--- config.mk ---
export PLATFORM = sky130hd
export DESIGN_NAME = valid_array_flush
export DESIGN_NICKNAME = d
export VERILOG_FILES = /design/src/rtl/valid_array_flush_pkg.sv /design/src/rtl/valid_array_flush_enc.sv /design/src/rtl/valid_array_flush.sv
export SDC_FILE = /design/constraint.sdc
export NUM_CORES = 1
export LEC_CHECK = 0
export ABC_CLOCK_PERIOD_IN_PS = 6100
export CAP_MARGIN = 20
export CORE_ASPECT_RATIO = 0.75
export CORE_MARGIN = 8
export CORE_UTILIZATION = 35
export DETAILED_ROUTE_END_ITERATION = 10
export DONT_BUFFER_PORTS = 1
export GPL_ROUTABILITY_DRIVEN = 0
export PLACE_DENSITY_LB_ADDON = 0.05
export SYNTH_ARGS = -nofsm -noshare
export SYNTH_HDL_FRONTEND = slang
export SYNTH_SLANG_ARGS = --single-unit
--- constraint.sdc ---
create_clock -name clk -period 6.1 [get_ports clk]
set_input_delay 1.22 -clock clk [delete_from_list [all_inputs] [get_ports clk]]
set_output_delay 1.22 -clock clk [all_outputs]
set_load 0.01 [all_outputs]
--- src/rtl/valid_array_flush_pkg.sv ---
// Shared cache parameters and valid-array flush FSM encodings.
// Imported by the valid-bit store and its priority encoder. The tag and data
// arrays use the same geometry defaults.
package valid_array_flush_pkg;

  localparam int DEF_NUM_SETS = 16;
  localparam int DEF_NUM_WAYS = 4;

  typedef enum logic [1:0] {
    ST_IDLE  = 2'd0,
    ST_CLEAR = 2'd1,
    ST_DONE  = 2'd2
  } flush_state_e;

endpackage

--- src/rtl/valid_array_flush_enc.sv ---
// first_zero_enc: combinational priority encoder for way allocation.
//   vec_i      : way valid vector, bit i = way i
//   free_idx_o : lowest way index whose bit is 0 (0 when every bit is 1)
//   all_ones_o : every way is valid, so there is no free way
module first_zero_enc
  import valid_array_flush_pkg::*;
#(
  parameter  int NUM_WAYS = DEF_NUM_WAYS,
  localparam int WAY_W    = $clog2(NUM_WAYS)
) (
  input  logic [NUM_WAYS-1:0] vec_i,
  output logic [WAY_W-1:0]    free_idx_o,
  output logic                all_ones_o
);

  // Scan from the top down so the lowest zero is the last one written.
  always_comb begin
    free_idx_o = '0;
    for (int i = NUM_WAYS - 1; i >= 0; i--) begin
      if (!vec_i[i]) free_idx_o = WAY_W'(i);
    end
    all_ones_o = &vec_i;
  end

endmodule

--- src/rtl/valid_array_flush.sv ---
// valid_array_flush: NUM_SETS x NUM_WAYS valid-bit store for the cache.
//   clk, reset             : clock and synchronous active-low reset
//   wr_en/wr_set/wr_way/wr_val : single-bit write, dropped while flushing
//   rd_en/rd_set           : sample one set; results appear one cycle later
//   rd_valid/rd_free_way/rd_all_valid : registered read of the sampled set
//   flush_req              : start a flash invalidate, one set per cycle
//   flush_busy/flush_done  : flush in progress / one-cycle completion pulse
module valid_array_flush
  import valid_array_flush_pkg::*;
#(
  parameter  int NUM_SETS = DEF_NUM_SETS,
  parameter  int NUM_WAYS = DEF_NUM_WAYS,
  localparam int SET_W    = $clog2(NUM_SETS),
  localparam int WAY_W    = $clog2(NUM_WAYS)
) (
  input  logic                clk,
  input  logic                reset,
  input  logic                wr_en,
  input  logic [SET_W-1:0]    wr_set,
  input  logic [WAY_W-1:0]    wr_way,
  input  logic                wr_val,
  input  logic                rd_en,
  input  logic [SET_W-1:0]    rd_set,
  output logic [NUM_WAYS-1:0] rd_valid,
  output logic [WAY_W-1:0]    rd_free_way,
  output logic                rd_all_valid,
  input  logic                flush_req,
  output logic                flush_busy,
  output logic                flush_done
);

  flush_state_e        state_q, state_d;
  logic [SET_W-1:0]    ptr_q, ptr_d;
  logic [NUM_WAYS-1:0] valid_q [NUM_SETS];
  logic [NUM_WAYS-1:0] valid_d [NUM_SETS];
  logic [NUM_WAYS-1:0] rd_valid_q, rd_valid_d;
  logic [WAY_W-1:0]    rd_free_way_q, rd_free_way_d;
  logic                rd_all_valid_q, rd_all_valid_d;

  logic                wr_ok;
  logic [NUM_WAYS-1:0] rd_vec;
  logic [WAY_W-1:0]    enc_free;
  logic                enc_all;

  // The busy and done flags are decoded straight from the state register.
  assign flush_busy = (state_q == ST_CLEAR);
  assign flush_done = (state_q == ST_DONE);
  // A way index beyond NUM_WAYS (non power-of-two way counts) is ignored.
  assign wr_ok      = wr_en && !flush_busy && (int'(wr_way) < NUM_WAYS);

  // Flush sequencer. The pointer stops at the last set instead of wrapping.
  always_comb begin
    // NOTE: every variable gets a default before the case so no path leaves it unassigned and infers a latch.
    state_d = state_q;
    ptr_d   = ptr_q;
    unique case (state_q)
      ST_IDLE: begin
        if (flush_req) begin
          state_d = ST_CLEAR;
          ptr_d   = '0;
        end
      end
      ST_CLEAR: begin
        if (ptr_q == SET_W'(NUM_SETS - 1)) state_d = ST_DONE;
        else                               ptr_d   = ptr_q + SET_W'(1);
      end
      ST_DONE:  state_d = ST_IDLE;
      default:  state_d = ST_IDLE;
    endcase
  end

  // Array update: one bit write when idle, a whole-set clear while flushing.
  always_comb begin
    valid_d = valid_q;
    if (wr_ok)      valid_d[wr_set][wr_way] = wr_val;
    if (flush_busy) valid_d[ptr_q]          = '0;
  end

  // Read path: forward a same-edge write into the sampled set, and report an
  // empty set while a flush is in progress.
  always_comb begin
    rd_vec = valid_q[rd_set];
    if (wr_ok && (wr_set == rd_set)) rd_vec[wr_way] = wr_val;
    if (flush_busy)                  rd_vec = '0;
  end

  first_zero_enc #(.NUM_WAYS(NUM_WAYS)) u_enc (
    .vec_i      (rd_vec),
    .free_idx_o (enc_free),
    .all_ones_o (enc_all)
  );

  always_comb begin
    rd_valid_d     = rd_valid_q;
    rd_free_way_d  = rd_free_way_q;
    rd_all_valid_d = rd_all_valid_q;
    if (rd_en) begin
      rd_valid_d     = rd_vec;
      rd_free_way_d  = enc_free;
      rd_all_valid_d = enc_all;
    end
  end

  // NOTE: sequential state uses non-blocking assignments so every flop samples pre-edge values.
  always_ff @(posedge clk) begin
    if (!reset) begin
      state_q        <= ST_IDLE;
      ptr_q          <= '0;
      rd_valid_q     <= '0;
      rd_free_way_q  <= '0;
      rd_all_valid_q <= '0;
      // NOTE: these valid bits are plain flops, not SRAM, so reset clears them all; a stale 1 would be a false hit.
      for (int s = 0; s < NUM_SETS; s++) valid_q[s] <= '0;
    end else begin
      state_q        <= state_d;
      ptr_q          <= ptr_d;
      rd_valid_q     <= rd_valid_d;
      rd_free_way_q  <= rd_free_way_d;
      rd_all_valid_q <= rd_all_valid_d;
      valid_q        <= valid_d;
    end
  end

  assign rd_valid     = rd_valid_q;
  assign rd_free_way  = rd_free_way_q;
  assign rd_all_valid = rd_all_valid_q;

endmodule

Word level (Yosys, flattened, before mapping)
Cells that the tools add are included.

Logic and storage cells: 77. Output and inout bits: 9. Flip-flop bits (word level): 77. Input port bits: 16.

Mux-type cells: 25. Magnitude comparators: 7. Bitwise logic cells: 5. Equal/unequal tests: 7. Reduce and logical (&&, ||, !) cells: 11. Add/sub/neg operators: 1.

Operator list (count): 2-to-1 mux 64 bit (2); AND 64 bit (1); bitwise mux 64 bit (1); inverter 64 bit (1); demux 4 bit (select 4 bit) (2); 2-to-1 mux 4 bit (8); binary-select mux 4 bit (select 4 bit) (1); >= comparator 5 bit, second input constant (3); inverter 4 -> 5 bit (3); 2-to-1 mux 2 bit (6); < comparator 5 x 1 -> 1 bit, second input constant (2); one-hot mux 4 bit (2 select lines) (1); logical AND 1 bit (5); adder 4 x 1 -> 4 bit, second input constant (1); bitwise mux 4 bit (1); == test 4 bit (1); == test 4 bit, second input constant (1); != test 2 bit, second input constant (2); one-hot mux 2 bit (2 select lines) (1); AND reduction 4 bit (1); < comparator 2 x 3 -> 1 bit, second input constant (1); AND reduction 3 bit (1); demux 1 bit (select 2 bit) (1); == test 2 x 1 -> 1 bit, second input constant (1); 8 further kinds (8).

Depth between registers and ports, before layout
Depth after elaboration: 11. Mapped depth: 8. Gate-level depth less buffers: 7.

Modules after synthesis
A second synthesis with hierarchy kept.

Cell total of the unflattened synthesis: 494. Area, all modules: 4160.2 µm².

Modules (own cells, without submodules): valid_array_flush (area an instance 4130.2 µm², times used 1, sequential area each 1541.5 µm², cells an instance 488); first_zero_enc (area an instance 30.0 µm², times used 1, sequential area each 0.0 µm², cells an instance 6).

Worst setup path before layout
Ideal clock, no wire load.

Path type: in2reg. Start: input rd_set[0]. End: register rd_all_valid_q (netlist: rd_all_valid). Setup slack: 3.063 ns. Data required time: 5.983 ns. Setup time: 0.117 ns. Stages on the path: 7. Arrival: 2.919 ns. Path buffers: 1. Cells stage by stage: buf_6 > mux4_1 > mux4_2 > a21oi_2 > a311oi_1 > and3_1 > a32o_1.

Word-level cells in the longest chain between the ends: 8. Elaborated cells between the ends (all ways): 10. Those cells by class: eq/ne (1); mux (6); bitwise (1); reduce/logical (2).

Ends and longest elaborated chain: start: declaration (RTL line valid_array_flush.sv:23) `input logic [SET_W-1:0] rd_set,`; inverter 4 -> 5 bit (not written as such) (RTL line valid_array_flush.sv:82) `rd_vec = valid_q[rd_set];`; binary-select mux 4 bit (select 4 bit) (RTL line valid_array_flush.sv:82); 2-to-1 mux 4 bit (not written as such) (2 in a row) (RTL line valid_array_flush.sv:82); bitwise mux 4 bit (RTL line valid_array_flush.sv:83) `if (wr_ok && (wr_set == rd_set)) rd_vec[wr_way] = wr_val;`; 2-to-1 mux 4 bit (*) (RTL line valid_array_flush.sv:83); 2-to-1 mux 4 bit (*) (RTL line valid_array_flush.sv:84) `if (flush_busy) rd_vec = '0;`; AND reduction 4 bit (*) (RTL line valid_array_flush_enc.sv:22) `all_ones_o = &vec_i;`; end signal: assignment (RTL line valid_array_flush.sv:119) `rd_all_valid_q <= rd_all_valid_d;`; end: declaration (RTL line valid_array_flush.sv:38) `logic rd_all_valid_q, rd_all_valid_d;`.

Every way passes the cells marked *; elsewhere a longest branch is shown, timed or not. The select of a mux whose other input is x is not followed. A chain may end at the register's enable or synchronous reset.

Worst setup path in the final report
Start: input wr_way[1]. End: register rd_free_way_q[0] (netlist: rd_free_way[0]).

Word-level cells in the longest chain between the ends: 11. Elaborated cells between the ends (all ways): 12. Those cells by class: order compare (2); mux (9); reduce/logical (1).

Ends and longest elaborated chain: start: declaration (RTL line valid_array_flush.sv:20) `input logic [WAY_W-1:0] wr_way,`; < comparator 2 x 3 -> 1 bit (not written as such) or >= comparator 2 x 1 -> 1 bit (tied branches) (RTL line valid_array_flush.sv:83); logical AND 1 bit (not written as such) (RTL line valid_array_flush.sv:83); 2-to-1 mux 1 bit (not written as such) (RTL line valid_array_flush.sv:83); demux 1 bit (select 2 bit) (*) (RTL line valid_array_flush.sv:83); bitwise mux 4 bit (*) (RTL line valid_array_flush.sv:83); 2-to-1 mux 4 bit (*) (RTL line valid_array_flush.sv:83); 2-to-1 mux 4 bit (*) (RTL line valid_array_flush.sv:84); 2-to-1 mux 2 bit (3 in a row) (RTL line valid_array_flush_enc.sv:20) `if (!vec_i[i]) free_idx_o = WAY_W'(i);`; 2-to-1 mux 2 bit (*) (RTL line valid_array_flush_enc.sv:20); end signal: assignment (RTL line valid_array_flush.sv:118) `rd_free_way_q <= rd_free_way_d;`; end: declaration (RTL line valid_array_flush.sv:37) `logic [WAY_W-1:0] rd_free_way_q, rd_free_way_d;`.

Every way passes the cells marked *; elsewhere a longest branch is shown, timed or not.

==> metrics.md <==
| Metric | Value |
|---|---|
| Synth Net Count | `491` |
| CTS tree | `built` |
| Iter 0 DRT Violations | `213` |
| Max_slew headroom | `41.6%` |
| Post-DP HPWL | `8270 um` |
| Initial Util | `35.3%` |
| Primary FF master, synth | `dfxtp_1` |
| Maxcap violations | `0` |
| Initial antenna violation count | `0` |
| Setup Buffers After CTS | `0` |
| Largest fanout on the critical path | `18` |
| Placed Instances | `586` |
| Register area share after synthesis | `38.3%` |
| Area Growth Syn to Fin | `7.46%` |
| Final min period | `2.91 ns` |
| Total number of H-tree levels | `3` |
| # nets final | `473` |
| Critical Path RT | `6.35 ns` |
| Period utilisation layout | `47.7%` |
| Pre-Repair DR Iteration Count | `4` |
| Min-Delay Path Class | `reg -> reg` |
| Flop2flop setup slack | `3.58 ns` |
| Fraction of layout instances using a drive strength above 1 | `6.80%` |
| Status | `completed` |
| Register area | `1540 um^2` |
| Setup WS pre-CTS | `2.90 ns` |
| Vias per cell | `5.13` |
| Final WS setup | `3.19 ns` |
| Tot GR Track Use | `15.7%` |
| EDFF count, synth | `0` |
| Fin Setup TNS | `0 ns` |
| Clock sinks | `77` |
| Hold Path Origin | `valid_q[61]` |
| Hold depth | `2` |
| RSZ-0062 raised after global routing | `false` |
| Syn avg cell area | `8.55 um^2` |
| N_diodes | `0` |
| IO buf count | `0` |
| Routed WL per cell | `19.2 um` |
| Total grt overflow | `0` |
| Slew Limit Fails | `0` |
| Hold worst-path end | `valid_q[61]` |
| Synth Register Bits | `77` |
| Die ar. | `15200 um^2` |
| Pleak | `1.94 nW` |
| Largest net degree at the start of global routing | `66` |
| Main combinational cell family by area after synthesis | `multiplexers` |
| Core Region | `11400 um^2` |
| Worst Skew | `0.00365 ns` |
| Data arrival, critical path | `3.16 ns` |
| Clock root buffer | `clkbuf_16` |
| Critical path type | `in -> reg` |
| Crit path capture type | `register` |
| Cts hold-fix bufs | `0` |
| Worst R2R Path Depth | `6` |
| Routed vias | `3080` |
| Chip height | `109 um` |
| Post-synthesis xor/xnor area fraction | `1.31%` |
| Crit Reg-Reg Endpoint | `rd_free_way[0]` |
| Vias in the first global route | `3012` |
| CTS resizes | `0` |
| Clock Pin Slew Worst Setup and Hold Paths | `0.06 ns` |
| Synth cell types | `47` |
| Max VDD drop | `104 uV` |
| Mapped Cells | `471` |
| Final setup viols | `0` |
| CP startpoint | `wr_way[1]` |
| Residual DRC | `0` |
| Compound-gate portion of the synthesized area | `4.72%` |
| I/O pin count | `25` |
| R2R Path Start | `state_q[1]` |
| TritonCTS Buffers | `9` |
| Multi-input gate area | `2330 um^2` |
| Post-synthesis adder-cell area fraction | `1.24%` |
| FILL cells | `1194` |
| Final wirelength | `11500 um` |
| Final Hold Fails | `0` |
| Mapped Area | `4030 um^2` |
| First-pass GRT wire length | `18100 um` |
| Post-synth ARST share | `0%` |
| Maximum clock insertion buffer count | `2` |
| Fmax | `0.344 GHz` |
| Power Density | `241 nW/um^2` |
| Die X | `140 um` |
| Synth Area in Simple Gates | `24.5%` |
| Crit path launch type | `input pin` |
| Routed Antenna Nets | `0` |
| Num rows | `34` |
| Syn. warnings | `0` |
| Post-Layout Cell Count | `600` |
| Least-Margin Pin Slew | `0.877 ns` |
| Final core occ | `37.9%` |
| Mux cell area share after synthesis | `26.0%` |
| Clk_lat worst skew | `0.33 ns` |
per-stage QoR:
stage / area, um^2 / total power, mW / hold slack, ns
2_1_floorplan: 4030 / 0.583 / 0.432
3_3_place_gp: 4080 / 0.582 / 0.449
3_5_place_dp: 4080 / 0.583 / 0.464
4_1_cts: 4330 / 1.05 / 0.472
5_1_grt: 4330 / 1.08 / 0.505
6_report: 4330 / 1.04 / 0.469
placed cells by master (no fill, tap or decap), types with 3 or more instances in the layout:
cell type  instances
nor3_1             7
ha_1               4
mux4_2            12
clkbuf_16          9
and3_1             5
xor2_1             6
nand2b_1           7
nor2b_1            5
nand3_1            4
mux2i_1           69
nand2_1          112
mux2_2             3
a21oi_1            7
inv_1              4
clkinv_2           3
dfxtp_1           77
nor2_1            85
critical path: stages:
cell and delay, ns:
nor2_1 0.13, and3_1 0.71, a211oi_1 0.19, a221oi_1 0.50
nand2_1 0.16, a221oi_2 0.25
layer usage:
metal / wire (um) / global-route usage (%) / up-vias
li1: - / - / 1546
met1: 5920 / 21.7 / 1483
met2: 5070 / 24.4 / 39
met3: 431 / 3.37 / 12
met4: 107 / 4.40 / 0
met5: 0 / 0 / -
worst max-delay path by stage:
stage                     endpoint  slack [ns]
CTS                   rd_all_valid        3.25
global route          rd_all_valid        3.06
detailed placement  rd_free_way[0]        2.90
finish              rd_free_way[0]        3.19
global placement      rd_all_valid        2.98
floorplan             rd_all_valid        3.06
area by class of cell:
| cell class | instances | share of cell area [%] |
|---|---|---|
| Multi-Input combinational cell | 358 | 53.8 |
| Clock inverter | 3 | 0.347 |
| Sequential cell | 77 | 35.6 |
| Timing Repair Buffer | 1 | 0.174 |
| Inverter | 6 | 0.521 |
| Clock buffer | 11 | 5.38 |
| Tap cell | 144 | 4.17 |
flip-flops by register name, summed over array words and instances (netlist names):
name / cells
rd_all_valid: 1
valid_q: 64
state_q: 2
ptr_q: 4
rd_free_way: 2
rd_valid: 4
cells by family after synthesis:
logic type               count (synthesis)
AO/OA/AOI/OAI                           26
XOR/XNOR                                 6
adder cells (fa/ha/maj)                  4
buffers and inverters                   36
flip-flops                              77
multiplexers                            86
AND/OR/NAND/NOR                        236
where the power goes:
part,total (mW),switching (mW),internal [mW],leakage (nW)
Combinational,0.0621,0.0406,0.0215,1.20
Sequential,0.509,0.00286,0.506,0.621
Clock,0.469,0.201,0.269,0.125
synthesized netlist by cell type, drive strengths merged, types with 2 or more instances:
master / count / share of area [%]
clkinv: 2 / 0.19
ha: 4 / 1.2
nand3: 4 / 0.50
buf: 10 / 1.5
mux2: 3 / 0.84
xor2: 6 / 1.3
nand2b: 7 / 1.1
a31oi: 2 / 0.31
and2: 2 / 0.31
nor2b: 5 / 0.78
a211oi: 2 / 0.37
nor4: 2 / 0.47
inv: 4 / 0.37
and3: 5 / 0.78
mux4: 14 / 8.0
o21ai: 2 / 0.25
mux2i: 69 / 17
a221oi: 3 / 0.81
nor3: 7 / 0.87
nor2: 85 / 7.9
dfxtp: 77 / 38
nand3b: 2 / 0.37
nand2: 112 / 10
clkbuf: 20 / 1.9
a21oi: 8 / 1.1
No activity file was read; power rests on OpenSTA's default activity.
